## config.mk

```make
export PLATFORM = sky130hd
export DESIGN_NAME = inc_halt_check_unit
export DESIGN_NICKNAME = d
export VERILOG_FILES = /design/src/rtl/inc_halt_check_unit.sv
export SDC_FILE = /design/constraint.sdc
export NUM_CORES = 1
export LEC_CHECK = 0
export CORE_AREA = 2 2 39 41
export CTS_BUF_LIST = sky130_fd_sc_hd__clkbuf_4 sky130_fd_sc_hd__clkbuf_8 sky130_fd_sc_hd__clkbuf_16
export DETAILED_ROUTE_END_ITERATION = 16
export DIE_AREA = 0 0 41 43
export PLACE_DENSITY = 0.51
export RECOVER_POWER = 25
export SLEW_MARGIN = 25
export SYNTH_ARGS = -nofsm -noshare
export SYNTH_HDL_FRONTEND = slang
export SYNTH_SLANG_ARGS = --single-unit
```

## constraint.sdc

```tcl
create_clock -name clock -period 1.4 [get_ports clock]
set_clock_uncertainty 0.1 [all_clocks]
set_input_delay 0.21 -clock clock [delete_from_list [all_inputs] [get_ports clock]]
set_output_delay 0.21 -clock clock [all_outputs]
set_load 0.05 [all_outputs]
```

## src/rtl/inc_halt_check_unit.sv

```systemverilog
// Execution core of the 2-bit toy machine.
// Masks the raw instruction to NOP when the JNO logic disables it. Runs INC
// on a WIDTH-bit accumulator with a sticky overflow flag. A sticky HALT flag
// stops the program counter from stepping.
module inc_halt_check_unit #(
    parameter int WIDTH = 2
) (
    input  logic             clock,
    input  logic             reset,
    input  logic [1:0]       instr,
    input  logic             chk_en,
    output logic [1:0]       instr_checked,
    output logic [WIDTH-1:0] acc,
    output logic             status,
    output logic             halted,
    output logic             pc_step,
    output logic             inc_fire
);

    localparam logic [1:0] OP_INC  = 2'b00;
    localparam logic [1:0] OP_NOP  = 2'b10;
    localparam logic [1:0] OP_HALT = 2'b11;

    logic [WIDTH-1:0] acc_q,    acc_d;
    logic             status_q, status_d;
    logic             halted_q, halted_d;
    logic             fire_q,   fire_d;

    logic             inc_accept;
    logic [WIDTH:0]   sum_ext;

    // Qualify the instruction, decide INC acceptance and form the WIDTH+1 bit sum
    always_comb begin
        instr_checked = chk_en ? instr : OP_NOP;
        // An overflowed or halted machine ignores INC, so acc stays frozen
        inc_accept    = (instr_checked == OP_INC) && !status_q && !halted_q;
        sum_ext       = {1'b0, acc_q} + {{WIDTH{1'b0}}, 1'b1};
        // The HALT opcode itself must not advance the PC
        pc_step       = !halted_q && (instr_checked != OP_HALT);
    end

    // Next-state logic. Status and halt only ever accumulate; only reset clears them
    always_comb begin
        acc_d    = acc_q;
        status_d = status_q;
        halted_d = halted_q;
        fire_d   = 1'b0;
        if (inc_accept) begin
            acc_d    = sum_ext[WIDTH-1:0];
            status_d = status_q | sum_ext[WIDTH];
            fire_d   = 1'b1;
        end
        if (instr_checked == OP_HALT) begin
            halted_d = 1'b1;
        end
    end

    // State registers. Reset has priority over any instruction in the same cycle
    always_ff @(posedge clock) begin
        if (reset) begin
            acc_q    <= '0;
            status_q <= 1'b0;
            halted_q <= 1'b0;
            fire_q   <= 1'b0;
        end else begin
            acc_q    <= acc_d;
            status_q <= status_d;
            halted_q <= halted_d;
            fire_q   <= fire_d;
        end
    end

    assign acc      = acc_q;
    assign status   = status_q;
    assign halted   = halted_q;
    assign inc_fire = fire_q;

endmodule

```

; Word level (Yosys, flattened, before mapping)
; Index checks and enable logic that the tools add are counted.
[word_totals]
reg_bits = 5
elab_cells = 16
output_inout_bits = 8
input_bits = 5
[op_classes]
addsub = 1
reduce_logical = 6
mux = 2
n_eq_ne = 2
bitwise_logic = 1
[ops]
columns = operator, n
row1 = 2-bit by 1-bit adder with 3-bit output (second input constant), 1
row2 = 1-bit logical AND, 3
row3 = 2-bit == test (second input constant), 1
row4 = 1-bit zero test, 2
row5 = 2-bit zero test, 1
row6 = 2-bit 2-to-1 mux, 1
row7 = 2-bit != test (second input constant), 1
row8 = 1-bit 2-to-1 mux, 1
row9 = 1-bit bitwise OR, 1

; Depth between registers and ports, before layout
[depth]
word_depth = 5
depth_mapped = 3
ltp_nobuf = 3

; Worst setup path before layout
; No wires, ideal clock.
[synth_path]
path_kind = in2reg
startpoint = input port instr[0]
endpoint = register halted_q (netlist: halted)
t_arrival_ps = 1487
n_path_buf = 0
path_slack_ps = -346
t_required_ps = 1141
setup_ps = 159
stages = 3
cell_sequence = and2_1 > a21oi_1 > nor2_1
[synth_via]
elab_chain_len = 2
[synth_rtl]
columns = element, line_no
row1 = "start, declared", 10  ; input logic [1:0] instr,
row2 = 2-bit 2-to-1 mux, 34  ; instr_checked = chk_en ? instr : OP_NOP;
row3 = 2-bit == test, 53  ; if (instr_checked == OP_HALT) begin
row4 = "end signal, assigned", 68  ; halted_q <= halted_d;
row5 = "end, declared", 26  ; logic halted_q, halted_d;
; Every way passes these cells.
; A chain may end at the register's enable or synchronous reset.

; Final worst setup path
[layout_path]
startpoint = input port chk_en
endpoint = output port pc_step
[layout_via]
elab_chain_len = 3
[layout_rtl]
columns = element, line_no
row1 = "start, declared", 11  ; input logic chk_en,
row2 = 2-bit 2-to-1 mux, 34
row3 = 2-bit != test, 39  ; pc_step = !halted_q && (instr_checked != OP_HALT);
row4 = 1-bit logical AND, 39
row5 = "end, declared", 16  ; output logic pc_step,
; Every way passes these cells.

==> flow_summary_export.csv <==
group,metric,value,unit
run_status,status,"complete, no violations",
critical_path,criticalPathCategory,"in2out",
drt,ant_nets,0,
yosys,synth_top_area_share,43.5,%
sta,period_needed,1.34,ns
yosys,yosysMostFrequentCell,"dfxtp_1",
yosys,ys_warn_count,0,
sta,finalCritPeriodShare,95.6,%
critical_path,r2r_setup_slack,0.11,ns
cts,clock_latency,0.24,ns
pwr,finalPower,0.463,mW
critical_path,start_kind,"input port",
floorplan,rows,14,
critical_path,crit_arrival,1.03,ns
yosys,synthTopCellsByCount,"5 x dfxtp_1, 3 x nand2b_1, 3 x nor2_1, 2 x a21oi_1, 2 x nor2b_1",
yosys,ys.flop_type,"dfxtp_1",
floorplan,core-area,1380,sq um
cts,cts_buffer_depth,2,
yosys,syn_nets,27,
sta,finalSetupTns,0,ns
critical_path,end_kind,"output pin",
floorplan,fp.dieW,41,um
yosys,synth-seq-cells,5,
pwr,vdd_drop_max,0.383,mV
yosys,synth_area,230,sq um
drt,first_pass_iters,2,
pwr,p_leak,0.232,nW
yosys,synth_area_leaders,"dfxtp_1 43%, nor4b_4 10%, nand2b_1 8.2%",
min_path,hold_path_class,"in2reg",
sta,grt_setup_unrepaired,"no",
yosys,avgSynthCellArea,11.0,sq um
cts,postCtsHoldBufs,0,
place,post-place-ws,-0.388,ns
layout,area_growth,128,%
drt,wl_per_cell,9.73,um
drt,drc,0,
sta,worstMarginPinSlew,0.281,ns
drt,vias,225,
layout,nets,50,
sta,hold_ws,0.441,ns
global_route,grt_max_degree,6,
place,finalWeightedCongestion,0.610,
critical_path,r2r-start,"halted$_SDFFE_PP0N_",
sta,finalHoldViolCount,0,
global_route,antenna_found_initial,0,
critical_path,reg2reg_depth,3,
critical_path,startpoint,"chk_en",
global_route,grt_pass1_vias,235,
drt,drt_iter0_drc,1,
yosys,ys_async_sr_fraction,0,%
global_route,grtUsageTotal,9.35,%
floorplan,initial_core_util,16.6,%
place,dp.final_hpwl,462,um
run,maxCapViolCount,0,
sta,max_clock_freq,0.747,GHz
critical_path,endpoint,"pc_step",
cts,root_buffer,"clkbuf_4",
yosys,yosysUniqueCellTypes,11,
cts,ctsHtreeMaxLevel,1,
critical_path,required,1.09,ns
floorplan,boundaryPins,13,
critical_path,timing.rr.end,"acc[0]$_SDFFE_PP0P_",
floorplan,die_h,43,um
cts,cts.sinks,5,
pwr,power.density,883,nW/um^2
global_route,overflow,0,
drt,totalWireLength,574,um
sta,slew_viol_final,0,
sta,worst_slack,0.0620,ns
sta,slew_headroom,81.4,%
yosys,synth-edff-count,0,
layout,num_antenna_cells,0,
yosys,syn_inst,21,
critical_path,path_max_fanout,2,
layout,drive_gt1_share,55.8,%
sta,setup_viol,0,
floorplan,dieArea,1760,sq um
yosys,ys_seq_area_share,43.5,%
drt,via_per_inst,3.81,
place,port_buffers,12,
cts,cts_buffers,3,
cts,clk_pin_slew,0.04,ns
cts,cts_tree,"built",
yosys,post-synth-top-area-cell,"dfxtp_1",
global_route,grt_first_pass_wirelength,1030,um
==> through the flow <==
step | cells | util, % | instance area, sq um
4_1_cts | 58 | 38.4 | 532
3_5_place_dp | 54 | 36.3 | 503
5_1_grt | 59 | 37.9 | 524
6_report | 59 | 37.9 | 524
3_3_place_gp | 54 | 36.3 | 503
2_1_floorplan | 21 | - | 245
==> timing repair <==
action | CTS | global route
pin swaps | 1 | 1
resized for setup | 4 | 0
setup endpoints to repair | 4 | 1
setup buffers | 0 | 1
==> cells by family after synthesis <==
| logic type | after synthesis | share of synthesized area [%] |
|---|---|---|
| fa+ha+maj | 1 | 5.43 |
| simple gates | 11 | 35.9 |
| mux | 2 | 10.9 |
| compound gates | 2 | 4.35 |
| flops | 5 | 43.5 |
==> cells in the final DEF (no fill, tap or decap) <==
cell,n
a21oi_4,1
clkbuf_2,1
buf_12,7
nor2_1,3
nand2b_1,3
buf_4,6
clkdlybuf4s50_1,1
mux2_4,1
dlygate4sd2_1,3
and2b_4,1
and2_4,1
dfxtp_1,4
clkbuf_4,4
ha_1,1
nor4b_4,1
nor2b_1,2
dfxtp_4,1
a21oi_1,1
mux2i_1,1
==> state kept, by name, summed over array words and instances, names as in the netlist <==
register and cells:
acc 2, halted 1, inc_fire 1, status 1
==> layout make-up <==
type	count	area, sq um
repair buffers	18	226
multi-input cells	16	144
well taps	16	20.0
fillers	146	860
clock buffers	4	30.0
flip-flops and latches	5	104
==> how the worst min path moves through the flow <==
| stage | cells after the start | endpoint | slack [ns] | from |
|---|---|---|---|---|
| 6_report | 4 | status$_SDFFE_PP0P_ | 0.44 | instr[0] |
| 5_1_grt | 2 | acc[1]$_SDFFE_PP0P_ | 0.49 | acc[1]$_SDFFE_PP0P_ |
| 4_1_cts | 4 | status$_SDFFE_PP0P_ | 0.44 | instr[0] |
| 3_5_place_dp | 2 | acc[1]$_SDFFE_PP0P_ | 0.44 | acc[1]$_SDFFE_PP0P_ |
| 3_3_place_gp | 2 | acc[1]$_SDFFE_PP0P_ | 0.42 | acc[1]$_SDFFE_PP0P_ |
| 2_1_floorplan | 1 | halted$_SDFFE_PP0N_ | 0.17 | reset |
==> per-layer routing <==
layer	routed length, um	track usage, %	vias to the layer above
met2	269	12.5	13
met1	243	10.3	98
met3	62	4.71	0
li1	-	-	114
met5	0	0	-
met4	0	8.00	0
==> worst max-delay path, stage by stage <==
cell,delay (ns)
dlygate4sd2_1,0.24
buf_4,0.13
and2_4,0.14
a21oi_4,0.15
buf_12,0.15
==> where the power goes <==
group          total, mW  internal (mW)  switching [mW]
registers          0.151          0.146         0.00489
clock network      0.185          0.127          0.0584
logic              0.126         0.0662          0.0599
(Power assumes the default switching activity.)
